<file path="config.mk">
export PLATFORM = sky130hd
export DESIGN_NAME = bch_decode_ctrl
export DESIGN_NICKNAME = d
export VERILOG_FILES = /design/src/rtl/bch_pkg.sv /design/src/rtl/bch_decode_ctrl_chien_step.sv /design/src/rtl/gf_multiplier.sv /design/src/rtl/bch_decode_ctrl.sv
export SDC_FILE = /design/constraint.sdc
export NUM_CORES = 1
export LEC_CHECK = 0
export CORE_MARGIN = 4
export CORE_UTILIZATION = 55
export CTS_BUF_LIST = sky130_fd_sc_hd__clkbuf_4 sky130_fd_sc_hd__clkbuf_8 sky130_fd_sc_hd__clkbuf_16
export DETAILED_ROUTE_END_ITERATION = 12
export GPL_TIMING_DRIVEN = 0
export HOLD_SLACK_MARGIN = 0.1
export PLACE_DENSITY = 0.89
export SLEW_MARGIN = 20
export SYNTH_ARGS = -nofsm -noshare
export SYNTH_HDL_FRONTEND = slang
export SYNTH_SLANG_ARGS = --single-unit
</file>
<file path="constraint.sdc">
create_clock -name clk -period 3.3 [get_ports clk]
set_input_delay 0.66 -clock clk [delete_from_list [all_inputs] [get_ports clk]]
set_output_delay 0.66 -clock clk [all_outputs]
set_load 0.02 [all_outputs]
</file>
<file path="src/rtl/bch_pkg.sv">
// Shared constants, state encoding and GF(16) helpers for the BCH(15,7) decoder.
// Field is GF(16) built on x^4+x+1 with alpha = x.
package bch_pkg;

   localparam int         N          = 15;
   localparam logic [3:0] GF_POLY    = 4'b0011;
   localparam logic [3:0] ALPHA      = 4'b0010;
   localparam logic [3:0] ALPHA3     = 4'b1000;
   localparam logic [3:0] ALPHA_INV  = 4'b1001;  // alpha^14
   localparam logic [3:0] ALPHA_INV2 = 4'b1101;  // alpha^13

   typedef enum logic [2:0] {
      IDLE,
      SYND,
      CHECK,
      BM,
      LATCH,
      CHIEN,
      DONE
   } bch_ctrl_state_t;

   // Squaring is linear over GF(2): x^4 -> x+1, x^6 -> x^3+x^2.
   function automatic logic [3:0] gf_sq(input logic [3:0] a);
      return {a[3], a[1] ^ a[3], a[2], a[0] ^ a[2]};
   endfunction

endpackage

</file>
<file path="src/rtl/bch_decode_ctrl_chien_step.sv">
// One Chien-search position: root test on 1+t1+t2 and advance of both terms.
import bch_pkg::*;

module bch_chien_step (
   input  logic [3:0] t1,
   input  logic [3:0] t2,
   output logic       root,
   output logic [3:0] t1_next,
   output logic [3:0] t2_next
);

   assign root = ((4'b0001 ^ t1 ^ t2) == 4'b0000);

   gf_multiplier u_mul_t1 (.a(t1), .b(ALPHA_INV),  .p(t1_next));
   gf_multiplier u_mul_t2 (.a(t2), .b(ALPHA_INV2), .p(t2_next));

endmodule

</file>
<file path="src/rtl/gf_multiplier.sv">
// Combinational GF(16) multiplier, shift-and-add with reduction by x^4+x+1.
import bch_pkg::*;

module gf_multiplier (
   input  logic [3:0] a,
   input  logic [3:0] b,
   output logic [3:0] p
);

   logic [3:0] acc;
   logic [3:0] sh;

   always_comb begin
      acc = 4'b0000;
      sh  = a;
      for (int k = 0; k < 4; k++) begin
         if (b[k]) acc = acc ^ sh;
         sh = {sh[2:0], 1'b0} ^ (sh[3] ? GF_POLY : 4'b0000);
      end
      p = acc;
   end

endmodule

</file>
<file path="src/rtl/bch_decode_ctrl.sv">
// BCH(15,7) t=2 decode sequencer: serial syndromes, one BM step, serial Chien search.
// Owns the clear/timing of the external bch_bm_block.
import bch_pkg::*;

module bch_decode_ctrl (
   input  logic         clk,
   input  logic         rst,
   input  logic         in_valid,
   output logic         in_ready,
   input  logic [N-1:0] in_data,
   output logic         out_valid,
   input  logic         out_ready,
   output logic [N-1:0] out_data,
   output logic [1:0]   out_nerr,
   output logic         out_fail,
   output logic [3:0]   bm_s1,
   output logic [3:0]   bm_s2,
   output logic [3:0]   bm_s3,
   output logic         bm_clr,
   input  logic [3:0]   bm_lambda1,
   input  logic [3:0]   bm_lambda2
);

   bch_ctrl_state_t state_reg, state_next;

   logic [N-1:0] raw_reg, work_reg, out_data_reg, work_upd;
   logic [3:0]   s1_reg, s3_reg, s1_mul, s3_mul;
   logic [3:0]   lam2_reg, t1_reg, t2_reg, t1_step, t2_step;
   logic [3:0]   cnt_reg, bit_idx;
   logic [1:0]   roots_reg, roots_upd, out_nerr_reg, deg;
   logic         out_fail_reg, root, last_cnt, chien_ok;

   gf_multiplier u_mul_s1 (.a(s1_reg), .b(ALPHA),  .p(s1_mul));
   gf_multiplier u_mul_s3 (.a(s3_reg), .b(ALPHA3), .p(s3_mul));

   bch_chien_step u_chien (
      .t1      (t1_reg),
      .t2      (t2_reg),
      .root    (root),
      .t1_next (t1_step),
      .t2_next (t2_step)
   );

   assign last_cnt = (cnt_reg == 4'(N - 1));
   assign bit_idx  = 4'(N - 1) - cnt_reg;
   assign deg      = (lam2_reg != 4'h0) ? 2'd2 : 2'd1;
   assign chien_ok = (roots_upd == deg);

   // Word and root count as they stand after the current Chien position.
   always_comb begin
      work_upd  = work_reg;
      roots_upd = roots_reg;
      if (root) begin
         work_upd[cnt_reg] = ~work_reg[cnt_reg];
         if (roots_reg != 2'd3) roots_upd = roots_reg + 2'd1;
      end
   end

   always_ff @(posedge clk or negedge rst) begin
      if (!rst) state_reg <= IDLE;
      else      state_reg <= state_next;
   end

   always_comb begin
      state_next = state_reg;
      in_ready   = 1'b0;
      out_valid  = 1'b0;
      bm_clr     = 1'b1;
      case (state_reg)
         IDLE: begin
            in_ready = 1'b1;
            if (in_valid) state_next = SYND;
         end
         SYND:  if (last_cnt) state_next = CHECK;
         CHECK: state_next = (s1_reg == 4'h0) ? DONE : BM;
         BM: begin
            bm_clr     = 1'b0;
            state_next = LATCH;
         end
         LATCH: state_next = CHIEN;
         CHIEN: if (last_cnt) state_next = DONE;
         DONE: begin
            out_valid = 1'b1;
            if (out_ready) state_next = IDLE;
         end
         default: state_next = IDLE;
      endcase
   end

   always_ff @(posedge clk or negedge rst) begin
      if (!rst) begin
         raw_reg      <= '0;
         work_reg     <= '0;
         out_data_reg <= '0;
         s1_reg       <= 4'h0;
         s3_reg       <= 4'h0;
         lam2_reg     <= 4'h0;
         t1_reg       <= 4'h0;
         t2_reg       <= 4'h0;
         cnt_reg      <= 4'h0;
         roots_reg    <= 2'd0;
         out_nerr_reg <= 2'd0;
         out_fail_reg <= 1'b0;
      end else begin
         case (state_reg)
            IDLE: if (in_valid) begin
               raw_reg <= in_data;
               s1_reg  <= 4'h0;
               s3_reg  <= 4'h0;
               cnt_reg <= 4'h0;
            end
            // Horner form, highest-order coefficient first.
            SYND: begin
               s1_reg  <= s1_mul ^ {3'b000, raw_reg[bit_idx]};
               s3_reg  <= s3_mul ^ {3'b000, raw_reg[bit_idx]};
               cnt_reg <= cnt_reg + 4'd1;
            end
            CHECK: if (s1_reg == 4'h0) begin
               out_data_reg <= raw_reg;
               out_nerr_reg <= 2'd0;
               out_fail_reg <= (s3_reg != 4'h0);
            end
            LATCH: begin
               lam2_reg  <= bm_lambda2;
               t1_reg    <= bm_lambda1;
               t2_reg    <= bm_lambda2;
               cnt_reg   <= 4'h0;
               roots_reg <= 2'd0;
               work_reg  <= raw_reg;
            end
            CHIEN: begin
               t1_reg    <= t1_step;
               t2_reg    <= t2_step;
               work_reg  <= work_upd;
               roots_reg <= roots_upd;
               cnt_reg   <= cnt_reg + 4'd1;
               if (last_cnt) begin
                  out_data_reg <= chien_ok ? work_upd : raw_reg;
                  out_nerr_reg <= chien_ok ? roots_upd : 2'd0;
                  out_fail_reg <= !chien_ok;
               end
            end
            default: ;
         endcase
      end
   end

   assign out_data = out_data_reg;
   assign out_nerr = out_nerr_reg;
   assign out_fail = out_fail_reg;
   assign bm_s1    = s1_reg;
   assign bm_s2    = gf_sq(s1_reg);
   assign bm_s3    = s3_reg;

endmodule

</file>
==> summary by stage, run 1 <==
Setup path
The worst reg-to-reg path cell count is 8. The required arrival time at the worst endpoint is 2640 ps. The cell that appears most often on the critical path is sky130_fd_sc_hd__clkbuf_1. The startpoint type of the worst setup path is a flop. The peak per-stage delay on the critical path is 540 ps. The critical path is of the reg2out type. The maximum fanout along the worst path is 10.

The worst register-to-register path begins at t2_reg[1]. The element type at the critical path end is an output port. The register-to-register path setup slack is 540 ps.

The critical path goes through clkbuf_1, clkbuf_1, and3b_1, clkdlybuf4s50_1. The destination of the worst register-to-register timing path is work_reg[5]. The critical path data arrival time is 2310 ps.

The slowest cell on the critical path is sky130_fd_sc_hd__clkdlybuf4s50_1.

Power
In this run the static leakage power is 2.45 nW. The power density normalized to cell area is 1040 nW/µm². Across the VDD grid, the largest voltage drop is 0.708 mV.

Placed design
The global placer's final weighted congestion is 0.910. The placed wire-length estimate is 7970 µm. After detailed placement, the total cell area comes to 5100 µm².

The number of buffer cells added on primary ports is 59.

Floorplanning
The height of the die is 97.0 µm. The total die area is 9420 µm². The number of top-level design ports is 60. After floorplanning, the core was divided into 32 placement rows. For this configuration, the core starts out at a cell density of 56.4%.

The core area is 7730 µm². The die span in x is 97.0 µm.

Global route
The first global-routing pass estimated 18400 µm of wire. The total routing usage reported by global routing is 24.3%. The residual overflow from global routing is 0.

The number of antenna violations at the first check in global routing was 0. Entering global routing, the biggest net connects 56 pins. The via count of the first global-routing pass is 3811.

Routing
The post-detailed-route count of antenna-violating nets is 0. The detailed router finished its first iteration with 355 violations. For this block, the via count after detailed routing is 3848.

The met2 layer wire length in the routed design is 5210 µm. The total wire length after detailed routing is 11100 µm. In this run the top signal layer used is met4. The first detailed-routing pass took 5 iterations.

The average via count per standard cell is 5.89. The met3 layer wire length in the routed design is 880 µm. The met1 wire length is 4610 µm. In the final routed layout, each cell accounts on average for 16.9 µm. For this run, design rule violations remaining after detail routing come to 0.

Clocking
Once the clock tree was built, the setup fixing pass inserted 0 buffers. The number of hold buffers added after CTS was 0. TritonCTS built the clock tree.

Clock-pin slew was measured on the worst setup and hold paths at 80 ps. The clock drives 77 sinks. In this run, post-CTS repair resized a total of 0 instances. The total CTS buffers is 9. The tree is rooted in a sky130_fd_sc_hd__clkbuf_8.

The H-tree was split into 3 levels. The clock latency on the worst-skew pair is 360 ps. The largest buffer count on any clock path is 2.

STA
The worst-margin pin slew is 723 ps. The count of final max-slew check failures is 0. The share of the cycle needed by the critical path after routing is 90.0%.

Setup repair after global routing left no endpoint under its margin. For this run, the top clock speed supported by timing is 337 MHz. Headroom to the max-slew limit came out at 51.4%. The total setup violations reported at the end of the flow is 0.

Setup total negative slack on the finished layout was measured at 0 ps. Between clock sinks in the finished design, the worst skew comes to 5.88 ps. The number of hold violations in the final report is 0. The worst path in the final design needs a cycle of 2970 ps, including I/O delays and setup.

Synth
The most common flop cell mapped by yosys is sky130_fd_sc_hd__dfrtp_1. The number of standard cells after synthesis is 476. The cell area after technology mapping is 4360 µm². For this run, the number of Yosys warnings is 0.

The distinct cell type count after synthesis is 51. Averaged over all synthesized cells, the footprint is 9.16 µm². For this run, asynchronously set or reset flops after synthesis account for 100%. Counting flops with a built-in enable in the synthesized netlist gives 0. The number of register bits inferred by synthesis is 77. The register area share after synthesis is 44.2%. The total nets after synthesis is 509.

Layout
Fill cells in the final layout number 590. The final antenna diode count is 0. Relative to the synthesized area, the layout overhead comes to 22.0%. The post-route standard cell area excluding fillers is 5320 µm². The post-layout net count is 580. In the final layout, the share of cells above drive strength 1 is 9.80%.

Run
Across the run, the number of max-cap violations was 0.

Status
The flow ran to the end, and the final reports show no timing, DRC or antenna violations.

Min path
The worst min-delay path class is in2async.
==> through the flow <==
step	total power, W	utilization, %	worst slack, ps	cells	hold WS, ps
detailed placement	0.00468	66.0	620	638	469
global route	0.00591	68.9	178	653	205
CTS	0.00551	68.9	348	653	196
floorplan	0.00370	-	995	476	364
finish	0.00553	68.9	330	653	190
global placement	0.00455	65.7	-1050	637	462
==> routing by layer <==
layer  track usage, %  up-vias
met1             32.0     1839
met5                0        -
li1                 -     1790
met2             37.8      178
met4             10.2        0
met3             6.49       41
==> worst max-delay path, delay by kind of cell, from the launching register on <==
| kind | cells | cell delay, ps |
|---|---|---|
| buffers and inverters | 3 | 1300 |
| DFF | 1 | 420 |
| and+or+nand+nor | 1 | 240 |
==> worst max path at each step <==
stage / startpoint / endpoint / cells past startpoint / slack (ps)
floorplan: cnt_reg[0] / bm_s1[0] / 8 / 990
global placement: rst / raw_reg[4] / 1 / -1050
detailed placement: cnt_reg[0] / bm_s3[0] / 8 / 620
CTS: state_reg[0] / out_valid / 4 / 350
global route: state_reg[0] / out_valid / 4 / 180
finish: state_reg[0] / out_valid / 4 / 330
==> cells in the mapped netlist, drive strengths merged, types with 4 or more instances <==
| cell | count | area share (%) |
|---|---|---|
| xnor2 | 5 | 1.0 |
| ha | 6 | 1.7 |
| nand2 | 100 | 8.6 |
| inv | 6 | 0.52 |
| nor2 | 38 | 3.3 |
| xor2 | 11 | 2.2 |
| buf | 13 | 1.7 |
| nand3 | 15 | 1.7 |
| nand2b | 8 | 1.1 |
| nand3b | 8 | 2.5 |
| a21oi | 30 | 3.4 |
| mux2 | 14 | 3.6 |
| or3 | 4 | 0.57 |
| a31oi | 5 | 0.72 |
| nor2b | 4 | 0.57 |
| clkbuf | 20 | 1.7 |
| o21ai | 34 | 3.9 |
| o21bai | 4 | 0.69 |
| dfrtp | 77 | 44 |
| mux2i | 30 | 6.9 |
| a311oi | 4 | 0.80 |
==> cell usage in the layout, fill, tap and decap left out, types with 5 or more instances in the layout <==
cell type,n
sky130_fd_sc_hd__dfrtp_1,77
sky130_fd_sc_hd__nor2_1,38
sky130_fd_sc_hd__clkdlybuf4s50_1,58
sky130_fd_sc_hd__inv_1,6
sky130_fd_sc_hd__a21oi_1,30
sky130_fd_sc_hd__nand2b_1,8
sky130_fd_sc_hd__clkbuf_1,20
sky130_fd_sc_hd__mux2i_1,30
sky130_fd_sc_hd__xor2_1,11
sky130_fd_sc_hd__o21ai_0,30
sky130_fd_sc_hd__buf_2,5
sky130_fd_sc_hd__nand3_1,15
sky130_fd_sc_hd__ha_1,6
sky130_fd_sc_hd__nand2_1,100
sky130_fd_sc_hd__xnor2_1,5
sky130_fd_sc_hd__clkbuf_8,10
sky130_fd_sc_hd__mux2_2,14
sky130_fd_sc_hd__a31oi_1,5
==> cell families (layout without fill, tap and decap cells) <==
kind of cell / Yosys count / count (layout) / share of synthesized area [%]
and+or+nand+nor: 196 / 196 / 21.6
AOI/OAI and AO/OA: 95 / 95 / 13.3
DFF: 77 / 77 / 44.2
muxes: 47 / 47 / 12.1
buffers and inverters: 39 / 114 / 3.93
xor gates and xnor gates: 16 / 16 / 3.21
adders and majority gates: 6 / 6 / 1.72
==> area by class of cell <==
type	count	area (µm²)	area share [%]
clock buffer	11	145	2.73
clock inverter	4	72.6	1.36
sequential	77	1930	36.2
inverter	6	22.5	0.423
tap	102	128	2.40
buffer	33	149	2.80
timing repair buffer	60	616	11.6
multi-input combinational	360	2260	42.5
==> power breakdown <==
group / total, W / switching [W] / internal [W]
logic: 0.00289 / 0.00162 / 0.00127
registers: 0.00184 / 0.000448 / 0.00139
clock network: 0.000797 / 0.000347 / 0.000450
total: 0.00553 / 0.00242 / 0.00311
Power figures use the tool's default switching activity.
==> run 2, diff against run 1 <==
--- a/config.mk
+++ b/config.mk
@@ -5,6 +5,7 @@
 export SDC_FILE = /design/constraint.sdc
 export NUM_CORES = 1
 export LEC_CHECK = 0
+export CAP_MARGIN = 30
 export CORE_MARGIN = 4
 export CORE_UTILIZATION = 55
 export CTS_BUF_LIST = sky130_fd_sc_hd__clkbuf_4 sky130_fd_sc_hd__clkbuf_8 sky130_fd_sc_hd__clkbuf_16
==> results of run 2 <==
Final layout, timing and power as in run 1 (identical DEF).
==> run 3, diff against run 2 <==
--- a/config.mk
+++ b/config.mk
@@ -6,9 +6,11 @@
 export NUM_CORES = 1
 export LEC_CHECK = 0
 export CAP_MARGIN = 30
+export CORE_ASPECT_RATIO = 1.2
 export CORE_MARGIN = 4
 export CORE_UTILIZATION = 55
 export CTS_BUF_LIST = sky130_fd_sc_hd__clkbuf_4 sky130_fd_sc_hd__clkbuf_8 sky130_fd_sc_hd__clkbuf_16
+export CTS_CLUSTER_DIAMETER = 200
 export DETAILED_ROUTE_END_ITERATION = 12
 export GPL_TIMING_DRIVEN = 0
 export HOLD_SLACK_MARGIN = 0.1
==> summary by stage, run 3 (synthesis results as in run 1) <==
Floorplanning
The number of top-level design ports came to 60 (unchanged). The effective utilization at floorplan is 56.6% (was 56.4%). The number of rows created at floorplan is 35 (was 32). The core area is 7710 µm² (was 7730 µm²). The height of the die is 106 µm (was 97.0 µm).

The total die area is 9420 µm² (about the same). The die span in x came to 89.3 µm (was 97.0 µm).

Layout
The number of fill cells came to 575 (was 590). The layout overhead on the synthesized area is 21.3% (was 22.0%). The post-layout net count is 580 (unchanged). Leading cell types in the layout, fill and taps excluded: sky130_fd_sc_hd__nand2_1 (100), sky130_fd_sc_hd__dfrtp_1 (77), sky130_fd_sc_hd__clkdlybuf4s50_1 (58) (unchanged). The post-route standard cell area excluding fillers is 5290 µm² (was 5320 µm²).

The final antenna diode count is 0 (unchanged). The multi-input gate area in the final layout was 2260 µm² (unchanged). The sequential standard cell area is 1930 µm² (unchanged). The commonest non-fill, non-tap cell in the layout is sky130_fd_sc_hd__nand2_1 (unchanged).

The share of the core filled with cells is 68.6% (was 68.9%). The share of final-layout standard cells stronger than drive strength 1 is 9.80% (unchanged).

Setup path
The element type at the critical path end is an output port (unchanged). The maximum fanout along the worst path came to 10 (unchanged). The worst setup path category is reg2out (unchanged). The critical path data arrival time is 2280 ps (was 2310 ps). The required arrival time at the worst endpoint was 2640 ps (about the same). The startpoint type of the worst setup path is a flop (unchanged).

Power
The power density normalized to cell area is 1030 nW/µm² (was 1040 nW/µm²). The reported leakage power is 2.44 nW (was 2.45 nW). The highest ir drop seen on vdd is 0.603 mV (was 0.708 mV).

Global route
The residual overflow from global routing came to 0 (unchanged). The number of antenna violations at the first check in global routing is 0 (unchanged). The maximum number of pins on one net before global-route repair is 46 (was 56). The global-route wire length before repair is 18600 µm (was 18400 µm). The total routing usage reported by global routing is 25.3% (was 24.3%).

The via count of the first global-routing pass is 3852 (was 3811).

Routing
The post-detailed-route count of antenna-violating nets is 0 (unchanged). The count of vias placed by the detailed router came to 3867 (was 3848). The first-pass detailed-route iteration total is 5 (unchanged). The total wire length after detailed routing is 11300 µm (was 11100 µm).

The number of remaining DRC errors was 0 (unchanged). The violation count after the first detailed-route iteration is 418 (was 355). The average via count per standard cell is 6.01 (was 5.89).

The routed wire length per instance came to 17.5 µm (was 16.9 µm).

Clocking
The largest buffer count on any clock path was 2 (unchanged). The CTS sink count is 77 (unchanged). The number of buffers added for setup after CTS is 0 (unchanged). The total CTS buffers is 9 (unchanged). The clock slew at the register clock pins of the worst setup and hold paths is 80 ps (about the same).

The post-CTS resize count is 0 (unchanged). The clock latency on the worst-skew pair came to 360 ps (about the same). The clock root buffer master was sky130_fd_sc_hd__clkbuf_8 (unchanged). The number of H-tree branching levels is 3 (unchanged).

The TritonCTS clock tree is built (unchanged). The number of buffers inserted by hold repair at cts is 0 (unchanged).

STA
RSZ-0062 raised after global routing: no (unchanged). The share of the cycle needed by the critical path after routing is 89.2% (was 90.0%). The tightest slew margin relative to the limit is 47.4% (was 51.4%). The number of hold violations in the final report came to 0 (unchanged).

The count of final max-slew check failures is 0 (unchanged). The post-layout minimum cycle time is 2940 ps (was 2970 ps). The total setup violations reported at the end of the flow is 0 (unchanged). The worst-margin pin slew was 782 ps (was 723 ps).

The worst setup skew after layout was 15.5 ps (was 5.88 ps). The achievable clock frequency was 340 MHz (was 337 MHz).

Status
Run status: completed (unchanged).

Placed design
The global placer's final weighted congestion is 0.906 (was 0.910). The number of buffer cells added on primary ports is 59 (unchanged). The placed wire-length estimate is 8100 µm (was 7970 µm).

The post-placement cell area was 5090 µm² (was 5100 µm²).

Min path
The worst min-delay path class is in2async (unchanged).

Run
The number of maximum-capacitance constraint violations was 0 (unchanged).
==> run 3: area by class of cell <==
class                           instances  area share (%)
Tap cell                               92            2.18
Sequential cell                        77            36.4
Buffer                                 33            2.81
Timing Repair Buffer                   60            11.6
Inverter                                6           0.426
Clock buffer                           11            2.86
Clock inverter                          4           0.899
Multi-Input combinational cell        360            42.8
==> run 3: worst max-delay path, stage by stage, from the launching register on <==
cell and delay [ps]:
sky130_fd_sc_hd__dfrtp_1 420, sky130_fd_sc_hd__clkbuf_1 360, sky130_fd_sc_hd__clkbuf_1 370, sky130_fd_sc_hd__and3b_1 240, sky130_fd_sc_hd__clkdlybuf4s50_1 530
==> run 3: worst paths after layout <==
check | from | end | slack, ps | cells past startpoint
max | state_reg[0] | out_valid | 360 | 4
min | rst | lam2_reg[2] | 230 | 1
max reg2reg | cnt_reg[0] | out_data[8] | 520 | 10
min reg2reg | lam2_reg[2] | lam2_reg[2] | 490 | 2
max in group asynchronous | rst | work_reg[6] | 2470 | 2
min in group clk | lam2_reg[2] | lam2_reg[2] | 490 | 2
==> run 3: routing by layer <==
layer  wire length, µm  global-route usage [%]
met3               662                    5.39
met4               346                    8.72
met2              5670                    41.7
met5                 0                       0
met1              4570                    32.6
==> run 3: power breakdown <==
group	internal, W	total [W]	switching, W
Combinational	0.00127	0.00289	0.00162
Clock	0.000384	0.000731	0.000347
Sequential	0.00139	0.00183	0.000436
Total	0.00304	0.00545	0.00241
==> run 3: per-stage QoR <==
step           worst slack (ps)  power (W)  hold slack [ps]  std cells  TNS [ps]
2_1_floorplan               995    0.00370              364        476         0
3_3_place_gp              -1070    0.00456              461        627    -81900
3_5_place_dp                623    0.00468              473        628         0
4_1_cts                     371    0.00543              252        643         0
5_1_grt                     211    0.00582              274        643         0
6_report                    356    0.00545              235        643         0
